## src/rtl/xor_decrypt.sv

```systemverilog
// XOR prefix-chain decryptor: latches one 256-bit block and recovers it LANE_W bits per cycle.
// Optional completed-handshake counter output blk_cnt enabled by defining XOR_DECRYPT_CNT_EN.
module xor_decrypt #(
  parameter int LANE_W = 32
) (
  input  logic         clk,
  input  logic         rst,
  input  logic         valid_in,
  output logic         ready,
  input  logic [7:0]   key,
  input  logic [255:0] code,
  output logic [255:0] code_out,
  output logic         valid_out,
  input  logic         ready_in
`ifdef XOR_DECRYPT_CNT_EN
  ,
  output logic [15:0]  blk_cnt
`endif
);

  localparam int N     = 256 / LANE_W;
  localparam int CNT_W = (N > 1) ? $clog2(N) : 1;

  typedef enum logic [1:0] {IDLE, BUSY, DONE} state_t;

  state_t             state_reg, state_next;
  logic [CNT_W-1:0]   lane_cnt_reg;
  logic [255:0]       code_reg;
  logic [7:0]         key_reg;
  logic [255:0]       decoded;
  logic [N-1:0]       lane_we;
  logic               accept;
  logic               last_lane;
  logic               handshake;

  assign accept    = valid_in && ready;
  assign last_lane = (lane_cnt_reg == CNT_W'(N - 1));
  assign handshake = (state_reg == DONE) && ready_in;

  // Shifting the latched word by one makes c[LANE_W*k-1] the boundary bit of lane k automatically.
  assign decoded = code_reg ^ {code_reg[254:0], 1'b0} ^ {248'b0, key_reg};

  for (genvar gi = 0; gi < N; gi++) begin : g_lane_we
    assign lane_we[gi] = (state_reg == BUSY) && (lane_cnt_reg == CNT_W'(gi));
  end

  // State register
  always_ff @(posedge clk or posedge rst) begin
    if (rst) begin
      state_reg <= IDLE;
    end else begin
      state_reg <= state_next;
    end
  end

  // Next-state logic
  always_comb begin
    state_next = state_reg;
    case (state_reg)
      IDLE:    if (accept) state_next = BUSY;
      BUSY:    if (last_lane) state_next = DONE;
      DONE:    if (ready_in) state_next = IDLE;
      default: state_next = IDLE;
    endcase
  end

  // Output logic
  always_comb begin
    ready     = (state_reg == IDLE);
    valid_out = (state_reg == DONE);
  end

  always_ff @(posedge clk or posedge rst) begin
    if (rst) begin
      lane_cnt_reg <= '0;
      code_reg     <= '0;
      key_reg      <= '0;
    end else if (accept) begin
      lane_cnt_reg <= '0;
      code_reg     <= code;
      key_reg      <= key;
    end else if (state_reg == BUSY) begin
      lane_cnt_reg <= lane_cnt_reg + 1'b1;
    end
  end

  // Unwritten lanes keep their previous contents until their turn comes.
  always_ff @(posedge clk or posedge rst) begin
    if (rst) begin
      code_out <= '0;
    end else begin
      for (int i = 0; i < N; i++) begin
        if (lane_we[i]) begin
          code_out[i*LANE_W +: LANE_W] <= decoded[i*LANE_W +: LANE_W];
        end
      end
    end
  end

`ifdef XOR_DECRYPT_CNT_EN
  always_ff @(posedge clk or posedge rst) begin
    if (rst) begin
      blk_cnt <= '0;
    end else if (handshake && (blk_cnt != 16'hFFFF)) begin
      blk_cnt <= blk_cnt + 16'd1;
    end
  end
`else
  logic unused_handshake;
  assign unused_handshake = handshake;
`endif

endmodule
```

## config.mk

```make
export PLATFORM = sky130hd
export DESIGN_NAME = xor_decrypt
export DESIGN_NICKNAME = d
export VERILOG_FILES = /design/src/rtl/xor_decrypt.sv
export SDC_FILE = /design/constraint.sdc
export NUM_CORES = 1
export LEC_CHECK = 0
export BUFFER_PORTS_ARGS = -buffer_cell sky130_fd_sc_hd__buf_2
export CORE_AREA = 2 2 207 209
export CTS_BUF_LIST = sky130_fd_sc_hd__clkbuf_8
export CTS_CLUSTER_SIZE = 14
export DETAILED_ROUTE_END_ITERATION = 7
export DIE_AREA = 0 0 209 211
export GPL_ROUTABILITY_DRIVEN = 0
export PLACE_DENSITY = 0.85
export SLEW_MARGIN = 0
export SYNTH_ARGS = -nofsm -noshare
export SYNTH_HDL_FRONTEND = slang
export SYNTH_SLANG_ARGS = --single-unit
```

## constraint.sdc

```tcl
create_clock -name clk -period 42.5 [get_ports clk]
set_input_delay 10.625 -clock clk [delete_from_list [all_inputs] [get_ports clk]]
set_output_delay 10.625 -clock clk [all_outputs]
set_load 0.02 [all_outputs]
```

# Word level (Yosys, flattened, before mapping)
# Cells that the tools add are included.
[totals]
register_bits = 525
latchBits = 0
mem_bits_rw = 0
rom_bits = 0
output_inout_bits = 258
wordCells = 46
mem_count = 0
[classes]
addsub = 1
multipliers = 0
div_mod_pow = 0
order_cmp = 0
n_eq_ne = 12
shifts = 0
n_mux = 6
n_bitwise = 2
n_reduce_logical = 13
[op_table]
columns = ["op", "count"]
rows = [
  ["256-bit XOR", 1],
  ["256-bit by 8-bit XOR with 256-bit output", 1],
  ["3-bit equality test (second input constant)", 4],
  ["1-bit logical AND", 9],
  ["3-bit by 2-bit equality test with 1-bit output (second input constant)", 2],
  ["2-bit two-way mux", 3],
  ["3-bit two-way mux", 2],
  ["2-bit one-hot mux with 3 select lines", 1],
  ["2-bit by 1-bit != test with 1-bit output (second input constant)", 2],
  ["3-bit by 1-bit adder with 3-bit output (second input constant)", 1],
  ["3-bit by 1-bit equality test with 1-bit output (second input constant)", 1],
  ["3-bit logical NOT", 1],
  ["3-bit AND reduction", 1],
  ["2-bit by 1-bit equality test with 1-bit output (second input constant)", 1],
  ["2-bit equality test (second input constant)", 1],
  ["2-bit logical NOT", 1],
  ["2-bit != test (second input constant)", 1],
  ["2-bit nonzero test", 1],
]

# Longest topological paths before layout
[depth]
depth_word = 4
depth_mapped = 6

# Least setup slack after synthesis
# Ideal clock, no wire load.
[synth_path]
path_type = "input port to flip-flop"
start = "input port valid_in"
end = "register code_reg[100]"
setup_ns = 0.125
t_arrival_ns = 11.511
slack_ns = 30.864
stages = 4
n_path_buf = 2
cell_sequence = "nor3b_2 buf_4 buf_6 mux2_2"
[synth_between]
elab_chain_len = 1
[synth_rtl]
columns = ["item", "line", "source"]
rows = [
  ["from (decl)", "8", "input logic valid_in,"],
  ["1-bit logical AND", "36", "assign accept = valid_in && ready;"],
  ["to (signal assigned)", "80", "code_reg <= code;"],
  ["to (decl)", "28", "logic [255:0] code_reg;"],
]
# No other way between the ends.
# A chain may end at the register's enable or synchronous reset.

==> PnR_summary.wiki <==
{| class="wikitable"
! Metric !! Value
|-
| I/O pin count || 526
|-
| Largest net degree at the start of global routing || between 150 and 200
|-
| Commonest cells post-synth || sky130_fd_sc_hd__dfrtp_1, sky130_fd_sc_hd__mux2_2, sky130_fd_sc_hd__xor2_1
|-
| Worst setup path startpoint || rst
|-
| Post CTS Setup Buffer Count || 0
|-
| Achievable Freq || 73.5 MHz
|-
| Residual DRC count || 0
|-
| Leading post-synthesis cells by cell area || sky130_fd_sc_hd__dfrtp_1, sky130_fd_sc_hd__mux2_2, sky130_fd_sc_hd__xor2_1, sky130_fd_sc_hd__buf_6, sky130_fd_sc_hd__buf_4
|-
| Worst-path fanout max || ~140
|-
| Fraction of registers with async set or reset after synthesis || 1.00
|-
| Worst Path Arrival || approximately 14 ns
|-
| Detailed Route WL || around 52000 um
|-
| Min-Delay Path Class || register to register
|-
| Reg2Reg Capture Point || code_reg[230]
|-
| Cells on Worst Hold Path || 1
|-
| Min cycle time layout || 13.61 ns
|-
| Number of hold-slack violations in the final timing report || 0
|-
| Max capacitance violation total || 0
|-
| Final Net Count || around 2200
|-
| Netlist area before placement || around 22000 um^2
|-
| Average wire per cell in the routed design || 20.3 um
|-
| Worst setup margin || between 20 and 30 ns
|-
| Overflow after GRT || 0
|-
| Detail-routed via count per cell || 5.20
|-
| Average cell area after synthesis || between 15 and 20 um^2
|-
| Final Slew Violations || 0
|-
| Top-count cell post-synth || sky130_fd_sc_hd__dfrtp_1
|-
| Share of final-layout standard cells stronger than drive strength 1 || 0.581
|-
| Final Core Density || 0.640
|-
| Pwr dens || a little under 90 nW/um^2
|-
| Synthesis Warnings || 0
|-
| Deepest clock path buffer count || 3
|-
| Quantity of gates resized following cts || 0
|-
| Initial drt markers || 672
|-
| Clock root cell || sky130_fd_sc_hd__clkbuf_8
|-
| Static leakage || 12.8 nW
|-
| Number of port buffers || roughly 530
|-
| Vias in the first global route || about 15000
|-
| Clock sink total || around 530
|-
| Setup-violating endpoint count in the final report || 0
|-
| Horizontal die dimension || 209 um
|-
| First-pass GRT wire length || about 80000 um
|-
| Overall Global Routing Usage || 0.235
|-
| Number of nets with antenna violations after detailed routing || 0
|-
| Synthesis-stage register bit count || around 530
|-
| CTS Buf Count || 86
|-
| Kind of start point of the critical path || input port
|-
| Category of the critical setup timing path || input port to asynchronous set/reset pin
|-
| Hold path startpoint || code_out[15]
|-
| Top-area cell type share of the netlist area || 0.593
|-
| DP Wirelength || approximately 37000 um
|-
| Drt pass-1 iters || 4
|-
| Clock tree from TritonCTS || built
|-
| Worst reg-to-reg path cell count || 4
|-
| Post-synthesis cell count || roughly 1400
|-
| Transition time at the pin with the least slew margin || about 1.2 ns
|-
| CTS H-tree lvls || 3
|-
| Clock transition at the register clock pins on the worst setup and hold paths after CTS || 0.06 ns
|-
| Die height || around 210 um
|-
| Number of antenna violations at the first check in global routing || 25
|-
| Die area || about 44000 um^2
|-
| Crit path capture type || asynchronous set/reset pin
|-
| Number of enable-type register cells in the synthesized netlist || 0
|-
| Initial core utilization || 0.530
|-
| Core area || 41800 um^2
|-
| Skew final || ~0.027 ns
|-
| Via total after detailed routing || about 13000
|-
| Worst supply voltage drop on vdd || approximately 0.000049 V
|-
| Unrepaired setup endpoints after global routing || no
|-
| Fill cell total of the finished layout || a little over 3000
|-
| Share of the clock period used by the worst path after layout || 0.320
|-
| Worst reg2reg path startpoint || state_reg[0]
|-
| Setup slack on the worst flop-to-flop path || between 30 and 40 ns
|-
| Post-Place Setup Slack || 28.05 ns
|-
| Net count of the mapped netlist || roughly 1700
|-
| Primary flip-flop cell chosen by synthesis mapping || sky130_fd_sc_hd__dfrtp_1
|-
| Req. time, crit path || between 40 and 50 ns
|-
| Terminating pin of the worst hold path || code_out[15]
|-
| Area delta synth->final || 20.7%
|-
| Number of different library cells in the post-synthesis netlist || 24
|-
| Clk_lat worst skew || between 0.6 and 0.7 ns
|-
| Row Count || 75
|-
| Total of hold buffers inserted after clock tree synthesis || 0
|-
| Biggest area consumer among synthesized cells || sky130_fd_sc_hd__dfrtp_1
|-
| Max transition margin || 0.218
|-
| Sequential-to-total area share from yosys stat || 0.593
|-
| Summed negative setup slack over all endpoints || 0 ns
|-
| Status || complete, no violations
|}
per-layer routing:
| layer | up-vias | part of all wire | GRT usage |
|---|---|---|---|
| met2 | 439 | 0.50 | 0.394 |
| met5 | - | 0.0038 | 0 |
| li1 | 5961 | - | - |
| met4 | 28 | 0.030 | 0.0926 |
| met1 | 6801 | 0.38 | 0.265 |
| met3 | 123 | 0.090 | 0.102 |
cell usage in the layout (no fill, tap or decap), types with 2 or more instances in the layout:
cell	instances
sky130_fd_sc_hd__mux2_2	506
sky130_fd_sc_hd__diode_2	13
sky130_fd_sc_hd__mux2_1	14
sky130_fd_sc_hd__and4b_1	2
sky130_fd_sc_hd__clkinvlp_4	3
sky130_fd_sc_hd__buf_4	10
sky130_fd_sc_hd__inv_1	31
sky130_fd_sc_hd__clkbuf_8	108
sky130_fd_sc_hd__a32o_1	2
sky130_fd_sc_hd__dfrtp_1	525
sky130_fd_sc_hd__a21o_1	2
sky130_fd_sc_hd__clkinv_2	9
sky130_fd_sc_hd__ha_1	6
sky130_fd_sc_hd__and4bb_2	2
sky130_fd_sc_hd__buf_2	525
sky130_fd_sc_hd__xor3_1	7
sky130_fd_sc_hd__xor2_1	249
cell families (layout without fill, tap and decap cells):
logic type | Yosys count | after routing | synth area share
DFF | 525 | 525 | 0.593
muxes | 520 | 520 | 0.264
xor gates and xnor gates | 256 | 256 | 0.106
buffers and inverters | 70 | 689 | 0.0257
and+or+nand+nor | 12 | 12 | 0.00509
adders and majority gates | 6 | 6 | 0.00339
AOI/OAI and AO/OA | 6 | 6 | 0.00215
other | 0 | 13 | 0
power by group:
part | internal (mW) | leakage, nW | switching (mW)
sequential | 0.760 | 6.26 | 0.222
clock | 0.227 | 0.950 | 0.195
combinational | 0.470 | 5.57 | 0.446
worst max-delay path by stage:
| stage | endpoint | slack, ns | depth (start not counted) |
|---|---|---|---|
| CTS | code_out[70] | 28.74 | 5 |
| finish | code_reg[54] | 28.89 | 5 |
| detailed placement | code_out[55] | 28.05 | 5 |
| global route | code_out[72] | 28.23 | 5 |
| floorplan | code_out[0] | 17.21 | 1 |
| global placement | code_out[55] | 28.15 | 5 |
per-stage QoR:
step | instance area, um^2 | cells | hold slack, ns | power (mW)
after floorplan | 22100 | 1395 | 0.492 | 1.62
after global placement | 25000 | 2407 | 0.465 | 1.86
after detailed placement | 25000 | 2407 | 0.474 | 1.91
after CTS | 26700 | 2553 | 0.488 | 2.34
after global routing | 26700 | 2563 | 0.509 | 2.46
final | 26700 | 2566 | 0.485 | 2.32
critical path, cell delays in order:
cell and delay [ns]:
sky130_fd_sc_hd__buf_2 0.13, sky130_fd_sc_hd__inv_8 0.61, sky130_fd_sc_hd__buf_4 0.81, sky130_fd_sc_hd__buf_4 0.87, sky130_fd_sc_hd__buf_4 0.93
final cells by class:
type | instances | area (um^2) | share of cell area
diodes | 13 | 32.5 | 0.00122
repair buffers | 536 | 2720 | 0.102
flip-flops and latches | 525 | 13100 | 0.492
multi-input cells | 800 | 8460 | 0.317
clock buffers | 108 | 1490 | 0.0556
well taps | 539 | 674 | 0.0252
inverters | 7 | 33.8 | 0.00126
clock inverters | 38 | 170 | 0.00637
Note: power is estimated with default switching activity, not from simulation.
